`src/rtl/fp_issue_scheduler.sv`:
```
// fp_issue_scheduler
// Issue scheduler that picks one local thread per cycle for the shared FP
// pipeline. A single-subcycle op issues in one cycle. A multi-subcycle op
// locks its thread until the last subcycle has issued. An occupancy shadow
// of the FP pipeline tracks ops in flight. It also flags the cycle in which an
// FP writeback would collide with a single-cycle integer writeback.
module fp_issue_scheduler #(
   parameter int NUM_REQ    = 4,
   parameter int FP_LATENCY = 5,
   localparam int TW        = (NUM_REQ > 1) ? $clog2(NUM_REQ) : 1
) (
   input  logic                 clk,
   input  logic                 reset,
   input  logic [NUM_REQ-1:0]   req_valid,
   input  logic [NUM_REQ*4-1:0] req_subcycles,
   input  logic                 issue_hold,
   input  logic                 rollback_en,
   input  logic [TW-1:0]        rollback_thread,
   output logic [NUM_REQ-1:0]   grant,
   output logic                 issue_valid,
   output logic [TW-1:0]        issue_thread,
   output logic [3:0]           issue_subcycle,
   output logic                 int_wb_conflict,
   output logic [3:0]           inflight_count
);

   typedef enum logic {
      IDLE,
      SEQ
   } state_t;

   state_t        state;
   state_t        state_n;
   logic [3:0]    counter;
   logic [3:0]    counter_n;
   logic [TW-1:0] locked_thread;
   logic [TW-1:0] locked_thread_n;
   logic [TW-1:0] rr_ptr;
   logic [TW-1:0] rr_ptr_n;

   logic          idle_found;
   logic [TW-1:0] idle_winner;
   logic          rb_locked;
   logic          rb_winner;

   logic [3:0]    subs [NUM_REQ];

   logic          occ_valid    [FP_LATENCY];
   logic [TW-1:0] occ_thread   [FP_LATENCY];
   logic          occ_valid_n  [FP_LATENCY];
   logic [TW-1:0] occ_thread_n [FP_LATENCY];
   logic [3:0]    occ_count_n;

   // The ring pointer advances past the thread that just finished its op.
   function automatic logic [TW-1:0] inc_ptr(input logic [TW-1:0] p);
      if (p == TW'(NUM_REQ - 1)) begin
         return '0;
      end
      return p + TW'(1);
   endfunction

   for (genvar g = 0; g < NUM_REQ; g++) begin : g_subs
      assign subs[g] = req_subcycles[g*4 +: 4];
   end

   // Round-robin search for the first requesting thread at or after rr_ptr.
   always_comb begin
      int idx;
      idx         = 0;
      idle_found  = 1'b0;
      idle_winner = '0;
      for (int i = 0; i < NUM_REQ; i++) begin
         idx = (int'(rr_ptr) + i) % NUM_REQ;
         if (!idle_found && req_valid[TW'(idx)]) begin
            idle_found  = 1'b1;
            idle_winner = TW'(idx);
         end
      end
   end

   assign rb_locked = rollback_en && (rollback_thread == locked_thread);
   assign rb_winner = rollback_en && (rollback_thread == idle_winner);

   // Issue decision. Issue is suppressed by reset, hold, or a squash of the issuing thread.
   always_comb begin
      issue_valid    = 1'b0;
      issue_thread   = '0;
      issue_subcycle = '0;
      if (reset && !issue_hold) begin
         if (state == IDLE) begin
            if (idle_found && !rb_winner) begin
               issue_valid    = 1'b1;
               issue_thread   = idle_winner;
               issue_subcycle = 4'd0;
            end
         end else begin
            if (req_valid[locked_thread] && !rb_locked) begin
               issue_valid    = 1'b1;
               issue_thread   = locked_thread;
               issue_subcycle = counter;
            end
         end
      end
   end

   // One-hot grant that mirrors the issued thread.
   always_comb begin
      grant = '0;
      for (int i = 0; i < NUM_REQ; i++) begin
         grant[i] = issue_valid && (issue_thread == TW'(i));
      end
   end

   // Sequencing: lock multi-subcycle ops and release on last subcycle or squash.
   always_comb begin
      state_n         = state;
      counter_n       = counter;
      locked_thread_n = locked_thread;
      rr_ptr_n        = rr_ptr;
      case (state)
         IDLE: begin
            if (issue_valid) begin
               if (subs[issue_thread] != 4'd0) begin
                  state_n         = SEQ;
                  locked_thread_n = issue_thread;
                  counter_n       = 4'd1;
               end else begin
                  rr_ptr_n = inc_ptr(issue_thread);
               end
            end
         end
         SEQ: begin
            if (rb_locked) begin
               state_n   = IDLE;
               counter_n = 4'd0;
            end else if (issue_valid) begin
               if (counter >= subs[locked_thread]) begin
                  state_n   = IDLE;
                  counter_n = 4'd0;
                  rr_ptr_n  = inc_ptr(locked_thread);
               end else begin
                  counter_n = counter + 4'd1;
               end
            end
         end
         default: begin
            state_n   = IDLE;
            counter_n = 4'd0;
         end
      endcase
   end

   // Scheduler state registers.
   always_ff @(posedge clk or negedge reset) begin
      if (!reset) begin
         state         <= IDLE;
         counter       <= 4'd0;
         locked_thread <= '0;
         rr_ptr        <= '0;
      end else begin
         state         <= state_n;
         counter       <= counter_n;
         locked_thread <= locked_thread_n;
         rr_ptr        <= rr_ptr_n;
      end
   end

   // Next occupancy: shift in this cycle's issue and drop entries of a squashed thread.
   always_comb begin
      occ_valid_n[0]  = issue_valid;
      occ_thread_n[0] = issue_thread;
      for (int i = 1; i < FP_LATENCY; i++) begin
         occ_valid_n[i]  = occ_valid[i-1];
         occ_thread_n[i] = occ_thread[i-1];
      end
      if (rollback_en) begin
         for (int i = 0; i < FP_LATENCY; i++) begin
            if (occ_thread_n[i] == rollback_thread) begin
               occ_valid_n[i] = 1'b0;
            end
         end
      end
      occ_count_n = 4'd0;
      for (int i = 0; i < FP_LATENCY; i++) begin
         occ_count_n = occ_count_n + 4'(occ_valid_n[i]);
      end
   end

   // Occupancy shadow of the FP pipeline. It shifts every cycle, even while issue is held.
   always_ff @(posedge clk or negedge reset) begin
      if (!reset) begin
         occ_valid      <= '{default: 1'b0};
         occ_thread     <= '{default: '0};
         inflight_count <= 4'd0;
      end else begin
         occ_valid      <= occ_valid_n;
         occ_thread     <= occ_thread_n;
         inflight_count <= occ_count_n;
      end
   end

   assign int_wb_conflict = occ_valid[FP_LATENCY-2];

endmodule

```
`config.mk`:
```
export PLATFORM = sky130hd
export DESIGN_NAME = fp_issue_scheduler
export DESIGN_NICKNAME = d
export VERILOG_FILES = /design/src/rtl/fp_issue_scheduler.sv
export SDC_FILE = /design/constraint.sdc
export NUM_CORES = 1
export LEC_CHECK = 0
export CAP_MARGIN = 20
export CORE_ASPECT_RATIO = 1.25
export CORE_MARGIN = 8
export CORE_UTILIZATION = 26
export CTS_BUF_LIST = sky130_fd_sc_hd__clkbuf_16
export DETAILED_ROUTE_END_ITERATION = 10
export HOLD_SLACK_MARGIN = 0.02
export PLACE_DENSITY_LB_ADDON = 0.08
export SLEW_MARGIN = 20
export SYNTH_ARGS = -nofsm -noshare
export SYNTH_HDL_FRONTEND = slang
export SYNTH_SLANG_ARGS = --single-unit
```
`constraint.sdc`:
```
create_clock -name clk -period 8.35 [get_ports clk]
set_clock_uncertainty 0.15 [all_clocks]
set_input_delay 1.2525 -clock clk [delete_from_list [all_inputs] [get_ports clk]]
set_output_delay 1.2525 -clock clk [all_outputs]
set_load 0.005 [all_outputs]
```
* Yosys cells after proc, flatten, opt, wreduce, memory -nomap -nowiden
Cells that the tools add are included.
** Word-level totals
- Register bits :: 25
- Input port bits :: 26
- Output and inout bits :: 16
- Logic and storage cells :: 151
** Cells by class
- Equal/unequal tests :: 18
- Multiplexer cells :: 76
- $add $sub $neg :: 10
- Reduce and logical (&&, ||, !) cells :: 23
- $lt $le $gt $ge :: 8
- Bitwise logic cells :: 3
** Operators with widths (count)
- $mux W4 :: 12
- $mux W1 :: 36
- $mux W2 :: 17
- $bmux W4 S2 :: 2
- $lt A2 B4 Y1 const B :: 4
- $eq A2 B2 Y1 :: 7
- $logic_and A1 B1 Y1 :: 12
- $bmux W1 S2 :: 5
- $ne A2 B2 Y1 const B :: 4
- $pmux W4 S2 :: 1
- $add A2 B1 Y2 const B :: 3
- $eq A2 B2 Y1 const B :: 3
- $ge A3 B3 Y1 const B :: 2
- $logic_not A1 Y1 :: 6
- $not A2 Y3 :: 2
- $reduce_and A3 Y1 :: 2
- $mux W5 :: 1
- $reduce_and A5 Y1 :: 1
- $add A2 B2 Y2 const B :: 2
- $add A3 B1 Y4 :: 1
- $add A4 B1 Y4 :: 1
- $add A4 B1 Y4 const B :: 1
- $ge A4 B4 Y1 :: 1
- $ne A2 B1 Y1 const B :: 2
- other kinds (10) :: 10

* Longest topological paths before layout
Gate-level depths: netlist of the first run.
- Word-level depth :: 32
- Mapped depth :: 11
- Mapped depth without buffers :: 10

* Worst setup path after synthesis of the first run
Ideal clock, no wire load.
- Kind :: in2out
- Start point :: input port req_valid[2]
- End point :: output port grant[1]
- Data arrival time :: 3.076 ns
- Path slack :: 3.871 ns
- Buffers on the path :: 1
- Data required time :: 6.948 ns
- Cell stages on the path :: 11
- Cells stage by stage :: nor2b_2 > nor3b_1 > o22ai_1 > xor2_1 > a31oi_2 > o21a_1 > buf_4 > and2_1 > inv_1 > ha_1 > and2_1
** Between the ends
- Elaborated cells on any way between the ends :: 43
- Classes of those cells :: eq/ne: 2; mux: 30; reduce/logical: 11
** RTL lines
- from (decl) :: RTL line 14 : input logic [NUM_REQ-1:0] req_valid,
- $bmux W1 S2 :: RTL line 74 : if (!idle_found && req_valid[TW'(idx)]) begin
- $mux W1 (not written as such) (2 in a row) :: RTL line 74
- $mux W1 :: RTL line 74
- $logic_not A1 Y1 :: RTL line 74
- $logic_and A1 B1 Y1 :: RTL line 74
- $mux W1 :: RTL line 74
- $logic_not A1 Y1 :: RTL line 74
- $logic_and A1 B1 Y1 :: RTL line 74
- (+5 left out)
- $logic_and A1 B1 Y1 :: RTL line 82 : assign rb_winner = rollback_en && (rollback_thread == idle_winner);
- $logic_not A1 Y1 :: RTL line 91 : if (idle_found && !rb_winner) begin
- $logic_and A1 B1 Y1 :: RTL line 91
- $mux W1 :: RTL line 91
- $mux W1 * :: RTL line 90 : if (state == IDLE) begin
- $mux W1 * :: RTL line 89 : if (reset && !issue_hold) begin
- named net issue_valid :: RTL line 20 : output logic issue_valid,
- $logic_and A1 B1 Y1 * :: RTL line 110 : grant[i] = issue_valid && (issue_thread == TW'(i));
- to (decl) :: RTL line 19 : output logic [NUM_REQ-1:0] grant,
The timed path passes the listed nets; every way through them passes the cells marked *. The select of a mux whose other input is x is not followed.

* Worst setup path in the final report of the first run
- Start point :: input port req_valid[2]
- End point :: output port grant[1]
** Between the ends
- Cells in the longest elaborated chain, start to end :: 22
- Elaborated cells on any way between the ends :: 43
- Classes of those cells :: eq/ne: 2; mux: 30; reduce/logical: 11
** RTL lines (RTL line)
- $bmux W1 S2 :: 74
- $mux W1 (not written as such) (2 in a row) :: 74
- $mux W1 :: 74
- $logic_not A1 Y1 :: 74
- $logic_and A1 B1 Y1 :: 74
- $mux W1 :: 74
- $logic_not A1 Y1 :: 74
- $logic_and A1 B1 Y1 :: 74
- (+5 left out)
- $logic_and A1 B1 Y1 :: 82
- $logic_not A1 Y1 :: 91
- $logic_and A1 B1 Y1 :: 91
- $mux W2 :: 91
- $mux W2 :: 90
- $mux W2 :: 89
- $eq A2 B1 Y1 :: 110
- $logic_and A1 B1 Y1 * :: 110
Every way passes the cells marked *; elsewhere a longest branch is shown, timed or not. The select of a mux whose other input is x is not followed.

==> metrics.yaml, run 1 <==
outcome: "finished clean"
reg2reg_from: "rr_ptr[0]"
power_frac_seq: 0.343
ys_seq_area_frac: 0.333
dr.pass1.iters: 4
slew_viol_final: 0
cts_num_sinks: 24
fin_nets: 258
diodes: 0
clk_pin_slew_ps: 60
register_area_um2: 601
dp_hpwl_um: 3860
cts_root_buf: "clkbuf_16"
sw_frac_of_total: 0.393
cts_tree: "done"
multi_input_area_um2: 1080
switchingPower_mw: 0.234
gr-total-overflow: 0
hold_class: "flop to flop"
cts.path.max_buffers: 2
grt_pass1_wl_um: 8360
grt_max_degree: 27
synthDistinctLibCells: 51
synthTopCellsByCount: "24 x dfrtp_1, 16 x inv_1, 12 x nand2_1, 11 x ha_1, 11 x xnor2_1"
crit_type: "input port to primary output"
hold_ws_ps: 243
final-setup-viol-count: 0
powerDensity_nw_per_um2: 253
antenna_found_initial: 0
ant_nets: 0
pwr-share-clk: 0.176
cp_slowest_stage_delay_ps: 510
flow.area_growth_from_synthesis_pct: 30.3
post_drt_wl_per_cell_um: 15.8
cts_max_level: 1
grt_use_total: 0.106
whs_path_depth: 0
crit_path_start: "req_valid[2]"
syn_area_per_cell_um2: 9.90
row_count: 34
cts_hold_buf: 0
pin_count: 42
arrival_ps: 4370
ir_worst_vdd_v: 0.0000803
fmax_mhz: 173
placedCellCount: 304
viasPerCell: 4.74
crit_fanout: 12
die_h_um: 109
cp.depth: 12
p_int_mw: 0.360
rrSetupSlack_ps: 5070
die-area_um2: 9870
n_fill_cell: 713
worst_pin_slew_ps: 922
worst_path_max_delay_cell: "clkdlybuf4s50_1"
async_flop_share: 1.00
rsz0062_at_grt: "false"
syn_nets: 221
crit_family: "compound AO/OA/AOI/OAI gates"
synth.area.top_cells: "dfrtp_1 33%, ha_1 7.6%, xnor2_1 5.3%"
setup_tns_ps: 0
insertion_delay_ps: 250
synth_area_leader_cell: "dfrtp_1"
cp_cell_sequence: "clkdlybuf4s50_1, nor2b_2, nor3b_1, o22ai_1, xor2_1, a31oi_2, o21a_1, and2_1, inv_1, ha_1, and2_1, clkdlybuf4s50_1"
min_period_over_period: 0.691
grt_pass1_vias: 1670
synth_area_um2: 1800
rr_worst_depth: 10
synth_flop_cell: "dfrtp_1"
maxCapViolations: 0
finalWeightedCongestion: 0.764
drc: 0
p_leak_nw: 1.01
vias: 1459
start_util: 0.263
wl_um: 4860
required_ps: 6950
hold_violations: 0
drive_above_1_share: 0.119
drt_iter0_markers: 64
hp-start: "occ_thread[6]"
stdcell_count: 308
core_area_um2: 6850
ys.warnings.count: 0
yosysMostFrequentCell: "dfrtp_1"
die_w_um: 90.5
ys_seq_elements: 24
synth_top_area_frac: 0.333
post_cts_resized: 0
path_buf_inv: 3
start_kind: "input port"
min_period_ps: 5770
power_frac_comb: 0.481
end_kind: "primary output"
synth_edf_count: 0
port_buffers: 40
postCtsSetupBuffers: 0
syn-instance-count: 182
maxSlewHeadroom: 0.379
numCtsBuffers: 3
area by class of cell:
class / count / area share
clock inverters: 1 / 0.00160
multi-input cells: 132 / 0.460
well taps: 90 / 0.0479
inverters: 16 / 0.0256
flip-flops and latches: 24 / 0.256
clock buffers: 3 / 0.0320
repair buffers: 42 / 0.177
layout by cell type (no fill, tap or decap), types with 4 or more instances in the layout:
| cell type | instances |
|---|---|
| ha_1 | 11 |
| mux4_2 | 4 |
| nand2_1 | 12 |
| nand3_1 | 9 |
| and3_1 | 4 |
| nor2_1 | 8 |
| a21oi_1 | 6 |
| mux2_2 | 4 |
| and2_1 | 5 |
| inv_1 | 16 |
| clkdlybuf4s50_1 | 40 |
| o21ai_0 | 9 |
| dfrtp_1 | 24 |
| xnor2_1 | 11 |
power groups by stage:
stage          Clock (mW)  Sequential [mW]  Combinational [mW]
3_3_place_gp            0            0.209               0.292
3_5_place_dp            0            0.207               0.290
2_1_floorplan           0            0.172               0.231
6_report            0.105            0.204               0.285
4_1_cts             0.109            0.204               0.292
5_1_grt             0.114            0.211               0.327
registers in the layout, indices dropped and copies added, names as in the netlist:
name,flops
counter,4
inflight_count,3
int_wb_conflict,1
locked_thread,2
occ_thread,8
occ_valid,3
rr_ptr,2
state,1
metal layers:
layer,global-route usage,vias up,share of wire
met3,0.0220,6,0.042
met5,0,-,0
li1,-,711,-
met1,0.120,696,0.44
met4,0.0501,0,0.021
met2,0.188,46,0.50
stage by stage:
| step | power (mW) | util | setup WS (ps) | cell area, um^2 |
|---|---|---|---|---|
| finish | 0.594 | 0.343 | 2580 | 2350 |
| global route | 0.653 | 0.343 | 2310 | 2350 |
| CTS | 0.605 | 0.343 | 2590 | 2350 |
| detailed placement | 0.497 | 0.331 | 2590 | 2270 |
| global placement | 0.501 | 0.331 | 2550 | 2270 |
| floorplan | 0.403 | - | 3870 | 1800 |
final timing paths:
kind                                      end
worst min register to register  occ_thread[4]
max in group asynchronous          counter[1]
worst max register to register      rr_ptr[1]
worst max-delay path                 grant[1]
min in group asynchronous       occ_thread[2]
worst min-delay path            occ_thread[4]
worst reg2reg max path, stage by stage, from the launching register on:
cell and delay [ps]:
dfrtp_1 440, nor2b_2 200, nor3b_1 80, o22ai_1 310, xor2_1 130, a31oi_2 330
o21a_1 410, and2_1 300, ha_1 290, mux2_2 270, mux2_4 260
cell families after synthesis:
| logic type | after synthesis | share of synthesized area |
|---|---|---|
| other | 1 | 0.00208 |
| AND/OR/NAND/NOR | 55 | 0.175 |
| XOR/XNOR | 12 | 0.0583 |
| buffers and inverters | 26 | 0.0667 |
| adder cells (fa/ha/maj) | 13 | 0.0986 |
| AO/OA/AOI/OAI | 38 | 0.158 |
| flip-flops | 24 | 0.333 |
| multiplexers | 13 | 0.108 |
Power figures use the tool's default switching activity.
==> inputs of run 2 (changes only) <==
==> constraint.sdc (replaced) <==
create_clock -name clk -period 5.7 [get_ports clk]
set_clock_uncertainty 0.15 [all_clocks]
set_input_delay 0.855 -clock clk [delete_from_list [all_inputs] [get_ports clk]]
set_output_delay 0.855 -clock clk [all_outputs]
set_load 0.005 [all_outputs]
==> run 2 against run 1 <==
Sequential power up 45%; sequential share of layout area down 0.36 points; flip-flop and latch count unchanged; critical endpoint unchanged; clock power up 93%; first-iteration DRC count down 7.8%; worst hold slack better by 2.0 ps; core utilization up 0.49 points; largest cell class unchanged; critical path type unchanged.
==> metrics.yaml, run 2 (synthesis results as in run 1) <==
drc: 0  # unchanged
cts_max_level: 1  # unchanged
cts_tree: "done"
grt_use_total: 0.106  # about the same
final-setup-viol-count: 0  # unchanged
fin_nets: 259  # +0.39%
pin_count: 42  # unchanged
powerDensity_nw_per_um2: 387  # +53%
vias: 1481  # +1.5%
flow.area_growth_from_synthesis_pct: 32.2
drt_iter0_markers: 59  # -7.8%
ant_nets: 0  # unchanged
slew_viol_final: 0  # unchanged
min_period_over_period: 0.866
post_cts_resized: 0  # unchanged
drive_above_1_share: 0.128  # +0.00859
insertion_delay_ps: 260  # about the same
cts.path.max_buffers: 2  # unchanged
viasPerCell: 4.79  # +1.2%
row_count: 34  # unchanged
grt_pass1_vias: 1625  # -2.7%
cts_num_sinks: 24  # unchanged
dp_hpwl_um: 4030  # +4.4%
grt_max_degree: 26  # -3.7%
cts_root_buf: "clkbuf_16"
dr.pass1.iters: 4  # unchanged
maxSlewHeadroom: 0.507  # +0.129
grt_pass1_wl_um: 8270  # -1.1%
biggestRegsByFlops: "occ_thread x8, counter x4"
largest_reg_flops: 8  # unchanged
numCtsBuffers: 3  # unchanged
outcome: "finished clean"
postCtsSetupBuffers: 0  # unchanged
port_buffers: 40  # unchanged
crit_type: "input port to primary output"
n_fill_cell: 732  # +2.7%
rsz0062_at_grt: "false"
ir_worst_vdd_v: 0.000131  # +64%
hold_violations: 0  # unchanged
p_leak_nw: 1.03  # +1.8%
gr-total-overflow: 0  # unchanged
setup_tns_ps: 0  # unchanged
end_kind: "primary output"
die_w_um: 90.5  # unchanged
clk_pin_slew_ps: 60  # about the same
worst_pin_slew_ps: 731  # -191 ps
crit_fanout: 12  # unchanged
min_period_ps: 4940
wl_um: 5010  # +3.1%
diodes: 0  # unchanged
start_util: 0.263  # unchanged
regMostFlops: "occ_thread"
antenna_found_initial: 0  # unchanged
post_drt_wl_per_cell_um: 16.2  # +2.8%
start_kind: "input port"
core_area_um2: 6850  # unchanged
fmax_mhz: 203
maxCapViolations: 0  # unchanged
final_common_cell: "clkdlybuf4s50_1"
utilization: 0.348  # +0.00493
layout_common_cells: "40 x clkdlybuf4s50_1, 24 x dfrtp_1, 16 x inv_1"
arrival_ps: 3930  # -440 ps
hold_class: "flop to flop"
finalWeightedCongestion: 0.760  # -0.45%
cts_hold_buf: 0  # unchanged
die-area_um2: 9870  # unchanged
die_h_um: 109  # unchanged
required_ps: 4700  # -2250 ps
-- run 2: cell types whose count changed in the layout (fill, tap and decap cells not counted) --
cell	previous run	this run
buf_4	2	3
bufinv_16	0	1
clkinv_1	1	0
-- run 2: area by class of cell --
cell class                      instances  area, um^2  area share
Clock buffer                            3        75.1      0.0315
Sequential cell                        24         601       0.252
Clock inverter                          1        30.0      0.0126
Tap cell                               90         113      0.0473
Inverter                               16        60.1      0.0252
Timing Repair Buffer                   43         423       0.178
Multi-Input combinational cell        132        1080       0.454
-- run 2: stage by stage --
stage | hold WS (ps) | power, mW | cell area, um^2 | setup WS [ps] | std cells
after detailed placement | 231 | 0.732 | 2280 | 714 | 305
after CTS | 247 | 0.936 | 2380 | 719 | 309
after floorplan | 223 | 0.590 | 1800 | 2020 | 182
after global routing | 252 | 1.00 | 2380 | 535 | 309
after global placement | 234 | 0.737 | 2280 | 644 | 305
final | 245 | 0.922 | 2380 | 764 | 309
-- run 2: worst paths after layout --
path	to	startpoint	slack, ps	cells past startpoint
max reg2reg	rr_ptr[1]	rr_ptr[0]	2480	11
min in group asynchronous	occ_thread[6]	reset	940	2
max	grant[1]	req_valid[2]	760	13
min reg2reg	occ_thread[4]	occ_thread[6]	240	0
min	occ_thread[4]	occ_thread[6]	240	0
max in group asynchronous	rr_ptr[1]	reset	4210	2
-- run 2: per-layer routing --
metal / global-route usage / vias to the layer above / routed length (um)
met5: 0 / - / 0
met4: 0.0429 / 0 / 74
met3: 0.0317 / 4 / 309
met2: 0.192 / 41 / 2560
met1: 0.113 / 723 / 2060
li1: - / 713 / -
-- run 2: worst max-delay path, cell delays in order --
cell	delay, ps
clkdlybuf4s50_1	510
nor2b_2	230
nor3b_1	70
o22ai_1	330
xor2_1	130
a31oi_2	400
o21a_1	160
buf_4	170
and2_1	240
inv_1	90
ha_1	170
and2_1	130
clkdlybuf4s50_1	440
-- run 2: power by group --
group          switching (mW)  leakage [nW]  internal (mW)
Combinational           0.204         0.658          0.219
Sequential             0.0793         0.317          0.217
Clock                  0.0635        0.0511          0.140
